[src/rtl/hazard_ctrl.sv]
// hazard_ctrl: stall/flush sequencer for the 5-stage pipeline.
// It covers three cases:
//   - the load-use interlock;
//   - EX-resolved control redirects;
//   - a variable-latency data-memory handshake, guarded by a watchdog.
// It also keeps saturating counters of stall cycles and redirect flushes.
//
// Ports:
//   clk, rstn                     clock, asynchronous active-low reset
//   id_rs1/id_rs2, id_use_rs1/2   sources of the ID instruction and their use flags
//   ex_rd, ex_memread             destination and load flag of the EX instruction
//   ex_redirect                   EX resolved a taken branch/jump
//   mem_req, mem_ack              data-memory access handshake
//   cnt_clear                     synchronous clear of both counters
//   pc_write .. exmem_write       pipeline register update enables
//   ifid_flush, idex_flush        bubble insertion into IF/ID and ID/EX
//   memwb_bubble                  bubble insertion into MEM/WB
//   pc_redirect                   select the EX target as next PC
//   mem_abort, mem_timeout        watchdog abort pulse / sticky error flag
//   stall_cycles, flush_count     performance counters
module hazard_ctrl #(
  parameter int unsigned MEM_TIMEOUT = 16,
  parameter int unsigned CNT_W       = 32
) (
  input  logic             clk,
  input  logic             rstn,
  input  logic [4:0]       id_rs1,
  input  logic [4:0]       id_rs2,
  input  logic             id_use_rs1,
  input  logic             id_use_rs2,
  input  logic [4:0]       ex_rd,
  input  logic             ex_memread,
  input  logic             ex_redirect,
  input  logic             mem_req,
  input  logic             mem_ack,
  input  logic             cnt_clear,
  output logic             pc_write,
  output logic             ifid_write,
  output logic             idex_write,
  output logic             exmem_write,
  output logic             ifid_flush,
  output logic             idex_flush,
  output logic             memwb_bubble,
  output logic             pc_redirect,
  output logic             mem_abort,
  output logic             mem_timeout,
  output logic [CNT_W-1:0] stall_cycles,
  output logic [CNT_W-1:0] flush_count
);

  localparam int unsigned WAIT_W = $clog2(MEM_TIMEOUT + 1);

  typedef enum logic {
    RUN,
    MEM_WAIT
  } state_e;

  state_e             state_q, state_d;
  logic [WAIT_W-1:0]  wait_cnt_q, wait_cnt_d;
  logic               mem_timeout_q, mem_timeout_d;
  logic [CNT_W-1:0]   stall_cycles_q, stall_cycles_d;
  logic [CNT_W-1:0]   flush_count_q, flush_count_d;

  logic pending;
  logic at_limit;
  logic freeze;
  logic abort;
  logic load_use;
  logic lu_stall;

  always_comb begin
    pending  = mem_req & ~mem_ack;
    at_limit = (wait_cnt_q == WAIT_W'(MEM_TIMEOUT));
    freeze   = pending & ((state_q == RUN) | ~at_limit);
    // Abort only happens in MEM_WAIT, once the limit is reached.
    abort    = pending & (state_q == MEM_WAIT) & at_limit;
    load_use = ex_memread & (ex_rd != 5'd0) &
               ((id_use_rs1 & (id_rs1 == ex_rd)) | (id_use_rs2 & (id_rs2 == ex_rd)));
    lu_stall = ~freeze & ~ex_redirect & load_use;
  end

  // Control outputs are decided by strict priority:
  // reset, then freeze, then redirect, then load-use.
  always_comb begin
    pc_write     = 1'b1;
    ifid_write   = 1'b1;
    idex_write   = 1'b1;
    exmem_write  = 1'b1;
    ifid_flush   = 1'b0;
    idex_flush   = 1'b0;
    memwb_bubble = 1'b0;
    pc_redirect  = 1'b0;
    mem_abort    = 1'b0;
    if (!rstn) begin
      pc_write     = 1'b0;
      ifid_write   = 1'b0;
      idex_write   = 1'b0;
      exmem_write  = 1'b0;
      ifid_flush   = 1'b1;
      idex_flush   = 1'b1;
      memwb_bubble = 1'b1;
    end else begin
      mem_abort = abort;
      if (freeze) begin
        pc_write     = 1'b0;
        ifid_write   = 1'b0;
        idex_write   = 1'b0;
        exmem_write  = 1'b0;
        memwb_bubble = 1'b1;
      end else if (ex_redirect) begin
        pc_redirect = 1'b1;
        ifid_flush  = 1'b1;
        idex_flush  = 1'b1;
      end else if (load_use) begin
        pc_write   = 1'b0;
        ifid_write = 1'b0;
        idex_flush = 1'b1;
      end
    end
  end

  always_comb begin
    state_d       = state_q;
    wait_cnt_d    = wait_cnt_q;
    mem_timeout_d = mem_timeout_q;
    case (state_q)
      RUN: begin
        if (freeze) begin
          state_d    = MEM_WAIT;
          wait_cnt_d = WAIT_W'(1);
        end else begin
          wait_cnt_d = '0;
        end
      end
      MEM_WAIT: begin
        // A dropped mem_req counts as completion.
        if (!pending) begin
          state_d    = RUN;
          wait_cnt_d = '0;
        end else if (freeze) begin
          wait_cnt_d = wait_cnt_q + WAIT_W'(1);
        end else begin
          state_d       = RUN;
          wait_cnt_d    = '0;
          mem_timeout_d = 1'b1;
        end
      end
      default: begin
        state_d    = RUN;
        wait_cnt_d = '0;
      end
    endcase

    stall_cycles_d = stall_cycles_q;
    flush_count_d  = flush_count_q;
    if (cnt_clear) begin
      stall_cycles_d = '0;
      flush_count_d  = '0;
    end else begin
      if ((freeze | lu_stall) && (stall_cycles_q != '1))
        stall_cycles_d = stall_cycles_q + CNT_W'(1);
      if (pc_redirect && (flush_count_q != '1))
        flush_count_d = flush_count_q + CNT_W'(1);
    end
  end

  always_ff @(posedge clk or negedge rstn) begin
    if (!rstn) begin
      state_q        <= RUN;
      wait_cnt_q     <= '0;
      mem_timeout_q  <= 1'b0;
      stall_cycles_q <= '0;
      flush_count_q  <= '0;
    end else begin
      state_q        <= state_d;
      wait_cnt_q     <= wait_cnt_d;
      mem_timeout_q  <= mem_timeout_d;
      stall_cycles_q <= stall_cycles_d;
      flush_count_q  <= flush_count_d;
    end
  end

  assign mem_timeout  = mem_timeout_q;
  assign stall_cycles = stall_cycles_q;
  assign flush_count  = flush_count_q;

endmodule

[config.mk]
export PLATFORM = sky130hd
export DESIGN_NAME = hazard_ctrl
export DESIGN_NICKNAME = d
export VERILOG_FILES = /design/src/rtl/hazard_ctrl.sv
export SDC_FILE = /design/constraint.sdc
export NUM_CORES = 1
export LEC_CHECK = 0
export ABC_AREA = 1
export CORE_MARGIN = 2
export CORE_UTILIZATION = 57
export DETAILED_ROUTE_END_ITERATION = 12
export GPL_ROUTABILITY_DRIVEN = 0
export GPL_TIMING_DRIVEN = 1
export PLACE_DENSITY = 0.86
export REMOVE_ABC_BUFFERS = 1
export SYNTH_ARGS = -nofsm -noshare
export SYNTH_HDL_FRONTEND = slang
export SYNTH_SLANG_ARGS = --single-unit
[constraint.sdc]
create_clock -name clk -period 8.2 [get_ports clk]
set_clock_uncertainty 0.2 [all_clocks]
set_input_delay 2.46 -clock clk [delete_from_list [all_inputs] [get_ports clk]]
set_output_delay 2.46 -clock clk [all_outputs]
set_load 0.01 [all_outputs]
After elaboration in Yosys (flattened, before gate mapping) --
Cells that the tools add are included.
Operators by class: add/subtract/negate cells 3, equal/unequal tests 5, multiplexer cells 27, bitwise logic cells 18, reductions and logical operators 6
Operators with widths (number):
- $mux 32 | 4
- $add 32x1->32 const B | 2
- $ne 32x32->1 const B | 2
- $mux 1 | 19
- $and 1x1->1 | 10
- $eq 5x5->1 | 2
- $mux 5 | 2
- $pmux 5 s2 | 1
- $add 5x1->5 const B | 1
- $eq 5x5->1 const B | 1
- $not 1->1 | 5
- $reduce_bool 5->1 | 1
- $reduce_bool 2->1 | 2
- $or 1x1->1 | 3
- $reduce_and 3->1 | 1
- $logic_and 1x1->1 | 2
- $pmux 1 s2 | 1
Storage, ports and cells: flip-flop bits (word level) 71, output and inout bits 74, logic and storage cells 64

Logic depth before layout (Yosys ltp) --
Gate-level depths: netlist (run 1).
depth in word-level cells 11, gate-level depth with buffers 12, depth with buffers taken out 11

Least setup slack after synthesis (run 1) --
No wires, ideal clock.
kind input to output, start point input port ex_rd[3], end point output port pc_write, data arrival time 3.586 ns, required time 5.540 ns, slack 1.954 ns, stages on the path 9, buffers on the path 2, path through inv_1 -> nand4_1 -> o21ai_0 -> inv_1 -> nand3_1 -> nand2_1 -> buf_2 -> nor2_1 -> buf_4
On the way: word-level cells in the longest chain between the ends 8
RTL lines:
- start: declaration | line 31 | input logic [4:0] ex_rd,
- $eq 5x5->1 | line 78 | ((id_use_rs1 & (id_rs1 == ex_rd)) | (id_use_rs2 & (id_rs2 == ex_rd)));
- $and 1x1->1 | line 78
- $or 1x1->1 | line 78
- $and 1x1->1 (*) | line 77 | load_use = ex_memread & (ex_rd != 5'd0) &
- $mux 1 (*) (4 in a row)
- end: declaration | line 37 | output logic pc_write,
Every way passes the cells marked *; elsewhere a longest branch is shown, timed or not.

Worst setup path after layout (run 1) --
start point input port ex_rd[3], end point output port ifid_write
On the way: word-level cells in the longest chain between the ends 8
RTL lines:
- $eq 5x5->1 | line 78
- $and 1x1->1 | line 78
- $or 1x1->1 | line 78
- $and 1x1->1 (*) | line 77
- $mux 1 (*) | line 114 | end else if (load_use) begin
- $mux 1 (*) | line 110 | end else if (ex_redirect) begin
- $mux 1 (*) | line 104 | if (freeze) begin
- $mux 1 (*) | line 94 | if (!rstn) begin
- end: declaration | line 38 | output logic ifid_write,
Marks and branches as above.

==> run metrics, run 1 <==
Worst Hold Slack=0.282 ns; wire length per cell=approximately 15 µm; final wirelength=approximately 14,000 µm; Mapped Area=a little over 0.005 mm²; share of layout cells above drive strength 1=about 5.7%; Switch Pwr=approximately 0.00019 W; Initial Util=59.3%; setup_tns=0 ns; cts repair resizes=0; Vias/cell=around 5.6; combinational power share=under 10%; dpl cells=963; peak supply drop=roughly 0.000089 V; CTS Buffer Depth=2; Hold Path End=mem_timeout$_DFFE_PN0P_; reg2reg path depth=10; Yosys Warn Count=0; worst reg2reg setup slack=about 5.3 ns; CTS root buf=clkbuf_8; CP startpoint kind=input port; RSZ-0062 raised after global routing=false; routed vias=5,529; drt initial violations=~380; fin crit share=roughly 84%; Antenna diodes=0; Worst EP required=5.54 ns; fraction of registers with async set/reset=between 90% and 100%; Avg Synthesized Cell Area=between 6 and 7 µm²; largest net degree at the start of global routing=64; hold_buf cts=0; worst slew pin tran=0.754 ns; H-tree depth=3; # setup viols final=0; sequential fraction of design power=roughly half; Post-synth top flop=dfrtp_1; worst hold start=mem_timeout$_DFFE_PN0P_; reg2reg end=flush_count[1]$_DFFE_PN0P_; sw frac=between 20% and 30%; total setup buffers inserted after CTS=0; cell area after layout=0.00634 mm²; WP data arrival=4.21 ns; antenna-violating nets left=0; Worst slew margin=between 40% and 50%; DRC Markers=0; Die Wd=99.5 µm; Tightest Hold Check Type=reg -> reg; initial antenna violation count=0; die boundary height=99.5 µm; PwrDens=roughly 110 mW/mm²; number of iterations in the first detailed-routing pass=7; total power=approximately 0.00072 W; CTS Buf Count=9; cells after synthesis=784; Clk pwr share=about two fifths; num rows=34; critical path type=in -> out; max_cap viols=0; Layout Nets=between 800 and 900; Hold Path Cell Cnt=2; Worst R2R Start=flush_count[0]$_DFFE_PN0P_; synthesis-stage register bit count=71; max frequency=between 100 and 150 MHz; Final Slew Violations=0; GRT Util Overall=between 20% and 30%; Worst Path Max Fanout=3; first-pass GRT wire length=around 24,000 µm; DIE AREA=just under 0.01 mm²; Crit. End Element=output port; EDFF count, synth=0; outcome=finished clean; core area=0.00876 mm²; LEAKAGE=just under 3 nW; Area Overhead vs Synth=22.0%; DP Wirelength=slightly above 10,000 µm; grt ovf=0; cell-internal power=0.000525 W; CTS clk-pin slew, worst paths=0.07 ns; CTS sink count=slightly above 70; Seq/Total Area, Yosys=between 30% and 40%; CTS tree=done; post-synthesis cell type count=35; dpl cell area=0.00614 mm²; Port Buffer Count=97; minimum clock period=approximately 6.9 ns; Clock Latency Late Sink=roughly 0.36 ns; vias in the first global route=about 5,200; Filler Cells Inserted=a little over 700; # IOs=between 90 and 100; Final Hold Vio Count=0; Final Non-Filler Cells=approximately 980
## final cells by class
cell class	instances	area [µm²]	area share, %
Multi-Input combinational cell	597	2910	45.9
Sequential cell	71	1780	28.0
Timing Repair Buffer	100	991	15.6
Inverter	87	327	5.15
Clock buffer	11	141	2.23
Tap cell	108	135	2.13
Clock inverter	5	57.6	0.908
## per-stage QoR
stage	util, %	setup WS, ns
after global placement	70.1	1.43
final	72.3	1.33
after floorplan	-	1.72
after global routing	72.3	1.18
after detailed placement	70.1	1.37
after CTS	72.3	1.36
## how the worst max path moves through the flow
stage	start	slack, ns	endpoint	cells after the start
4_1_cts	ex_rd[3]	1.36	ifid_write	11
6_report	ex_rd[3]	1.33	ifid_write	11
2_1_floorplan	ex_rd[3]	1.72	ifid_write	7
3_3_place_gp	ex_rd[2]	1.43	pc_write	9
3_5_place_dp	ex_rd[3]	1.37	ifid_write	11
5_1_grt	ex_rd[1]	1.18	ifid_write	9
## power by group through the flow
stage               combinational [W]  sequential, W  clock [W]
finish                      0.0000686       0.000355   0.000296
global route                0.0000755       0.000355   0.000313
CTS                         0.0000686       0.000354   0.000296
detailed placement          0.0000684       0.000361          0
global placement            0.0000663       0.000361          0
floorplan                   0.0000291       0.000362          0
## placed cells by master (no fill, tap or decap), types with 2 or more instances in the layout
cell and n:
a21oi_1 2, xor2_1 21, nor3_2 3, ha_1 4, clkinvlp_4 3, dfrtp_1 71, buf_4 4, a21o_1 4
o31ai_2 3, clkbuf_8 10, nand2_2 5, nand3_1 92, clkdlybuf4s50_1 96, nand4_1 55, nor2_1 109, o21ai_0 5
nor2_2 4, or2_2 3, o31ai_1 4, xnor2_1 13, inv_1 82, inv_2 5, nor3_1 11, o21ai_1 3
nand2_1 246, nor2_4 3
## worst max-delay path, stage by stage
cell,delay [ns]
clkdlybuf4s50_1,0.45
inv_1,0.11
nand2_1,0.06
nand2_1,0.08
nor2_1,0.05
nand3_1,0.07
nand2_1,0.08
nand3_1,0.08
nand2_1,0.07
nor2_1,0.13
clkdlybuf4s50_1,0.55
## logic make-up after synthesis
kind of cell	Yosys count	share of synthesized area, %
simple gates	535	46.0
buf+inv	116	9.78
fa+ha+maj	4	0.963
xor+xnor	34	5.73
flops	71	34.2
compound gates	24	3.32
## Yosys cell counts, types with 4 or more instances
cell      number  area share (%)
clkbuf_1       7            0.51
xnor2_1       13             2.2
o21ai_0        5            0.48
inv_2          5            0.36
a21o_1         4            0.58
nor2_2         4            0.48
o31ai_1        4            0.58
nor2_1       109             7.9
inv_1         82             5.9
ha_1           4            0.96
dfrtp_1       71              34
nand2_2        5            0.60
nand2_1      246              18
nor3_1        11             1.1
buf_1          6            0.43
buf_6          6             1.3
nand3_1       92             8.9
buf_2          7            0.67
nand4_1       55             6.6
xor2_1        21             3.5
## flip-flops by register name (all words and copies together), names as in the netlist
| name | flops |
|---|---|
| mem_timeout | 1 |
| wait_cnt_q | 5 |
| state_q | 1 |
| flush_count | 32 |
| stall_cycles | 32 |
## metal layers
metal | part of all wire (%) | up-vias | global-route usage (%)
li1 | - | 2690 | -
met1 | 41 | 2572 | 36.1
met2 | 49 | 209 | 51.4
met3 | 5.3 | 58 | 4.15
met4 | 4.1 | 0 | 15.6
met5 | 0 | - | 0
Power figures use the tool's default switching activity.
==> run 2, diff against run 1 <==
--- a/config.mk
+++ b/config.mk
@@ -7,11 +7,11 @@
 export LEC_CHECK = 0
 export ABC_AREA = 1
 export CORE_MARGIN = 2
-export CORE_UTILIZATION = 57
+export CORE_UTILIZATION = 48
 export DETAILED_ROUTE_END_ITERATION = 12
 export GPL_ROUTABILITY_DRIVEN = 0
 export GPL_TIMING_DRIVEN = 1
-export PLACE_DENSITY = 0.86
+export PLACE_DENSITY = 0.77
 export REMOVE_ABC_BUFFERS = 1
 export SYNTH_ARGS = -nofsm -noshare
 export SYNTH_HDL_FRONTEND = slang
==> constraint.sdc (replaced) <==
create_clock -name clk -period 6.15 [get_ports clk]
set_clock_uncertainty 0.2 [all_clocks]
set_input_delay 1.845 -clock clk [delete_from_list [all_inputs] [get_ports clk]]
set_output_delay 1.845 -clock clk [all_outputs]
set_load 0.01 [all_outputs]
==> run metrics, run 2 (synthesis results as in run 1) <==
outcome=finished clean; CTS Buf Count=9; Metal-1 WL=around 6000 µm; setup_tns=0 ns; drt initial violations=309; antenna-violating nets left=0; Initial Util=between 40% and 50%; DRC Markers=0; Switch Pwr=~0.00025 W; hold_buf cts=0; wire length per cell=between 10 and 15 µm; Worst Hold Slack=0.280 ns; combinational power share=under 10%; dpl cell area=0.00620 mm²; CTS clk-pin slew, worst paths=~0.080 ns; reg2reg end=stall_cycles[29]$_DFFE_PN0P_; num rows=37; Clock Latency Late Sink=roughly 0.35 ns; Crit. End Element=output port; CTS tree=done; reg2reg path depth=9; Port Buffer Count=slightly below 100; sw frac=roughly a quarter; core area=0.0104 mm²; # setup viols final=0; share of layout cells above drive strength 1=between 5 and 6%; Antenna diodes=0; first-pass GRT wire length=about 25,000 µm; commonest non-fill, non-tap cells in the layout=246 x nand2_1, 109 x nor2_1, 96 x clkdlybuf4s50_1; Filler Cells Inserted=about 1,000; PwrDens=around 150 mW/mm²; Die Wd=roughly 110 µm; DP Wirelength=10,500 µm; cts repair resizes=0; CP startpoint kind=input port; number of iterations in the first detailed-routing pass=5; routed vias=roughly 5,500; LEAKAGE=2.98 nW; RSZ-0062 raised after global routing=false; H-tree depth=3; fin crit share=between 90% and 100%; CTS sink count=just over 70; minimum clock period=approximately 5.6 ns; Worst R2R Start=stall_cycles[0]$_DFFE_PN0P_; WP data arrival=between 3 and 4 ns; Final Slew Violations=0; Clk pwr share=40.7%; Tightest Hold Check Type=reg -> reg; Vias/cell=roughly 5.5; max frequency=~180 MHz; cell area after layout=roughly 0.0064 mm²; worst setup path start=ex_rd[3]; CTS root buf=clkbuf_8; CTS Buffer Depth=2; die boundary height=between 100 and 150 µm; Worst slew margin=slightly below 40%; GRT Util Overall=26.2%; Layout Nets=roughly 900; DIE AREA=between 0.01 and 0.015 mm²; Worst EP required=just over 4 ns; met3 wire len=~700 µm; met2 routed WL=about 7000 µm; crit path to=pc_write; Worst Path Max Fanout=3; initial antenna violation count=0; commonest non-fill, non-tap cell in the layout=nand2_1; worst reg2reg setup slack=approximately 3.4 ns; sequential fraction of design power=about half; dpl ws=about 0.54 ns; max_cap viols=0; Final Hold Vio Count=0; critical path type=in -> out; grt ovf=0; peak supply drop=about 0.00012 V; Area Overhead vs Synth=23.1%; worst slew pin tran=just over 0.9 ns; fin util=61.4%; area of the multi-input gates=between 0.002 and 0.003 mm²; sequential standard cell area=~0.0018 mm²; total setup buffers inserted after CTS=0; final wirelength=around 14,000 µm; cell-internal power=around 0.0007 W; vias in the first global route=5,518; largest net degree at the start of global routing=72; Max Used Layer=met4; setup ws final=roughly 0.50 ns; # IOs=98
==> run 2: cell count changes in the layout (fill, tap and decap cells not counted) <==
cell        previous run  this run
buf_4                  4         7
clkinvlp_4             3         1
clkbuf_8              10        11
==> run 2: final cells by class <==
class                   instances  share of cell area [%]
multi-input cells             597                    45.5
flip-flops and latches         71                    27.8
repair buffers                103                    15.8
inverters                      87                    5.11
well taps                     136                    2.66
clock buffers                  12                    2.43
clock inverters                 3                   0.665
==> run 2: how the worst min path moves through the flow <==
stage,to,cells after the start,from
floorplan,wait_cnt_q[0]$_DFF_PN0_,1,wait_cnt_q[0]$_DFF_PN0_
global placement,mem_timeout$_DFFE_PN0P_,2,mem_timeout$_DFFE_PN0P_
detailed placement,mem_timeout$_DFFE_PN0P_,2,mem_timeout$_DFFE_PN0P_
CTS,mem_timeout$_DFFE_PN0P_,2,mem_timeout$_DFFE_PN0P_
global route,mem_timeout$_DFFE_PN0P_,2,mem_timeout$_DFFE_PN0P_
finish,mem_timeout$_DFFE_PN0P_,2,mem_timeout$_DFFE_PN0P_
==> run 2: worst max-delay path: stages <==
cell	delay, ns
clkdlybuf4s50_1	0.45
inv_1	0.12
nand4_1	0.10
o21ai_0	0.17
inv_1	0.08
nand3_1	0.09
nand2_1	0.07
nor2_1	0.13
clkdlybuf4s50_1	0.56
==> run 2: layer usage <==
metal  global-route usage, %  up-vias
li1                        -     2691
met1                    31.6     2599
met2                    44.6      196
met3                    3.86       54
met4                    14.7        0
met5                       0        -
==> run 2: per-stage QoR <==
stage | cells | power, W
finish | 1009 | 0.000955
CTS | 1009 | 0.000964
global route | 1009 | 0.000990
floorplan | 755 | 0.000521
detailed placement | 994 | 0.000576
global placement | 994 | 0.000573
==> run 2: power groups by stage <==
stage	clock network (W)	registers [W]	logic, W
finish	0.000389	0.000473	0.0000940
global route	0.000413	0.000473	0.000104
CTS	0.000397	0.000473	0.0000941
detailed placement	0	0.000482	0.0000938
global placement	0	0.000482	0.0000909
floorplan	0	0.000482	0.0000388
==> run 3, diff against run 2 <==
==> constraint.sdc (replaced) <==
create_clock -name clk -period 6.15 [get_ports clk]
set_clock_uncertainty 0.2 [all_clocks]
set_input_delay 1.845 -clock clk [delete_from_list [all_inputs] [get_ports clk]]
set_output_delay 1.845 -clock clk [all_outputs]
set_load 0.05 [all_outputs]
==> run metrics, run 3 (synthesis results as in run 1) <==
final wirelength=14,600 µm; Hold Path Cell Cnt=2; antenna-violating nets left=0; CTS root buf=clkbuf_8; minimum clock period=approximately 6 ns; reg2reg path depth=10; WP data arrival=3.82 ns; worst slew pin tran=approximately 0.77 ns; DP Wirelength=~11,000 µm; met1 GRT Util=around a third; commonest non-fill, non-tap cell in the layout=nand2_1; most used routing layer=met2; hold_buf cts=0; Tightest Hold Check Type=reg -> reg; cell family with most CP delay=buffers and inverters; Antenna diodes=0; Initial Util=roughly 50%; Crit. End Element=output port; CTS Buf Count=9; dpl ws=~0.31 ns; num rows=37; cts repair resizes=0; largest net degree at the start of global routing=54; number of iterations in the first detailed-routing pass=5; Worst Path Max Fanout=4; sequential fraction of design power=between 40% and 50%; max frequency=between 150 and 200 MHz; Port Buffer Count=97; setup_tns=0 ns; PwrDens=between 150 and 200 mW/mm²; initial antenna violation count=0; die boundary height=108 µm; CP startpoint kind=input port; Final Non-Filler Cells=just over 1,000; RSZ-0062 raised after global routing=false; outcome=finished clean; # IOs=98; max incr delay on CP=~0.8 ns; Die Wd=about 110 µm; dpl cell area=roughly 0.0062 mm²; CP dominant cell by count=nand2_1; DRC Markers=0; core area=approximately 0.010 mm²; Layout Nets=896; combinational power share=a little under an eighth; CP bufs+invs=3; Filler Cells Inserted=between 900 and 1,000; CTS tree=done; M3 GR Usage=between 4 and 5%; GRT Util Overall=26.1%; Final Hold Vio Count=0; DIE AREA=between 0.01 and 0.015 mm²; Worst slew margin=about half; Clock Latency Late Sink=0.35 ns; drt initial violations=326; vias in the first global route=5,440; LEAKAGE=approximately 3.0 nW; CTS Buffer Depth=2; H-tree depth=3; routed vias=between 5,000 and 6,000; Max stage delay cell, worst path=clkdlybuf4s50_1; cell-internal power=0.000701 W; fin crit share=between 90% and 100%; total setup buffers inserted after CTS=0; Switch Pwr=roughly 0.00027 W; Area Overhead vs Synth=23.0%; dpl cells=roughly 990; critical path type=in -> out; Vias/cell=5.48; Final Slew Violations=0; setup ws final=around 0.29 ns; # setup viols final=0; share of layout cells above drive strength 1=roughly 6.4%; CTS clk-pin slew, worst paths=~0.07 ns; Worst Hold Slack=about 0.27 ns; met2 usage=a little under half; Worst EP required=4.11 ns; Clk pwr share=about two fifths; critical-path cell list=clkdlybuf4s50_1 > inv_1 > nand2_1 > nand2_1 > nor2_1 > nand3_1 > nand2_1 > a31o_2 > clkdlybuf4s50_1; commonest non-fill, non-tap cells in the layout=246 x nand2_1, 109 x nor2_1, 92 x nand3_1; peak supply drop=just under 0.00009 V; cell area after layout=about 0.0064 mm²; CTS sink count=71; Worst path depth=9; sw frac=a little over a quarter; first-pass GRT wire length=between 20,000 and 25,000 µm; grt ovf=0; wire length per cell=about 14 µm; max_cap viols=0
run 3: changes by cell type in the layout (fill, tap and decap cells not counted):
| cell | previous run | this run |
|---|---|---|
| buf_12 | 0 | 2 |
| buf_4 | 7 | 9 |
| clkbuf_1 | 1 | 2 |
| clkbuf_8 | 11 | 10 |
| clkdlybuf4s50_1 | 96 | 91 |
| clkinv_2 | 1 | 3 |
| clkinvlp_4 | 1 | 0 |
run 3: metal layers:
metal	wire, µm	vias up
met3	769	47
met2	7270	199
met1	6100	2584
met5	0	-
li1	-	2699
met4	469	0
run 3: worst reg2reg max path, stage by stage, from the launching register on:
cell and delay [ns]:
dfrtp_1 0.47, ha_1 0.25, nand2_1 0.13, nor2_4 0.20
nand2_2 0.13, nor2_4 0.13, nand2_1 0.07, nand2_2 0.57
inv_2 0.36, o21ai_0 0.24, nor2_1 0.07
run 3: worst paths after layout:
check	endpoint	start	slack [ns]
min in group asynchronous	flush_count[4]$_DFFE_PN0P_	rstn	1.17
worst max register to register	flush_count[1]$_DFFE_PN0P_	flush_count[0]$_DFFE_PN0P_	3.23
worst max-delay path	idex_flush	ex_rd[4]	0.29
max in group asynchronous	stall_cycles[31]$_DFFE_PN0P_	rstn	3.61
worst min-delay path	mem_timeout$_DFFE_PN0P_	mem_timeout$_DFFE_PN0P_	0.27
worst min register to register	mem_timeout$_DFFE_PN0P_	mem_timeout$_DFFE_PN0P_	0.27
run 3: power by group through the flow:
stage	combinational [W]	clock (W)	sequential (W)
floorplan	0.0000496	0	0.000487
global placement	0.000109	0	0.000482
detailed placement	0.000112	0	0.000482
CTS	0.000112	0.000388	0.000473
global route	0.000120	0.000409	0.000473
finish	0.000112	0.000381	0.000473
run 3: area by class of cell:
cell class	instances	area (µm²)	area share, %
multi-input cells	597	2910	45.5
inverters	87	327	5.11
flip-flops and latches	71	1780	27.8
clock buffers	12	145	2.27
clock inverters	4	45.0	0.705
well taps	136	170	2.66
repair buffers	102	1020	15.9
run 3: stage by stage:
step	total power (W)	utilization (%)
CTS	0.000973	61.4
finish	0.000966	61.4
global placement	0.000590	59.5
detailed placement	0.000594	59.5
floorplan	0.000537	-
global route	0.00100	61.4
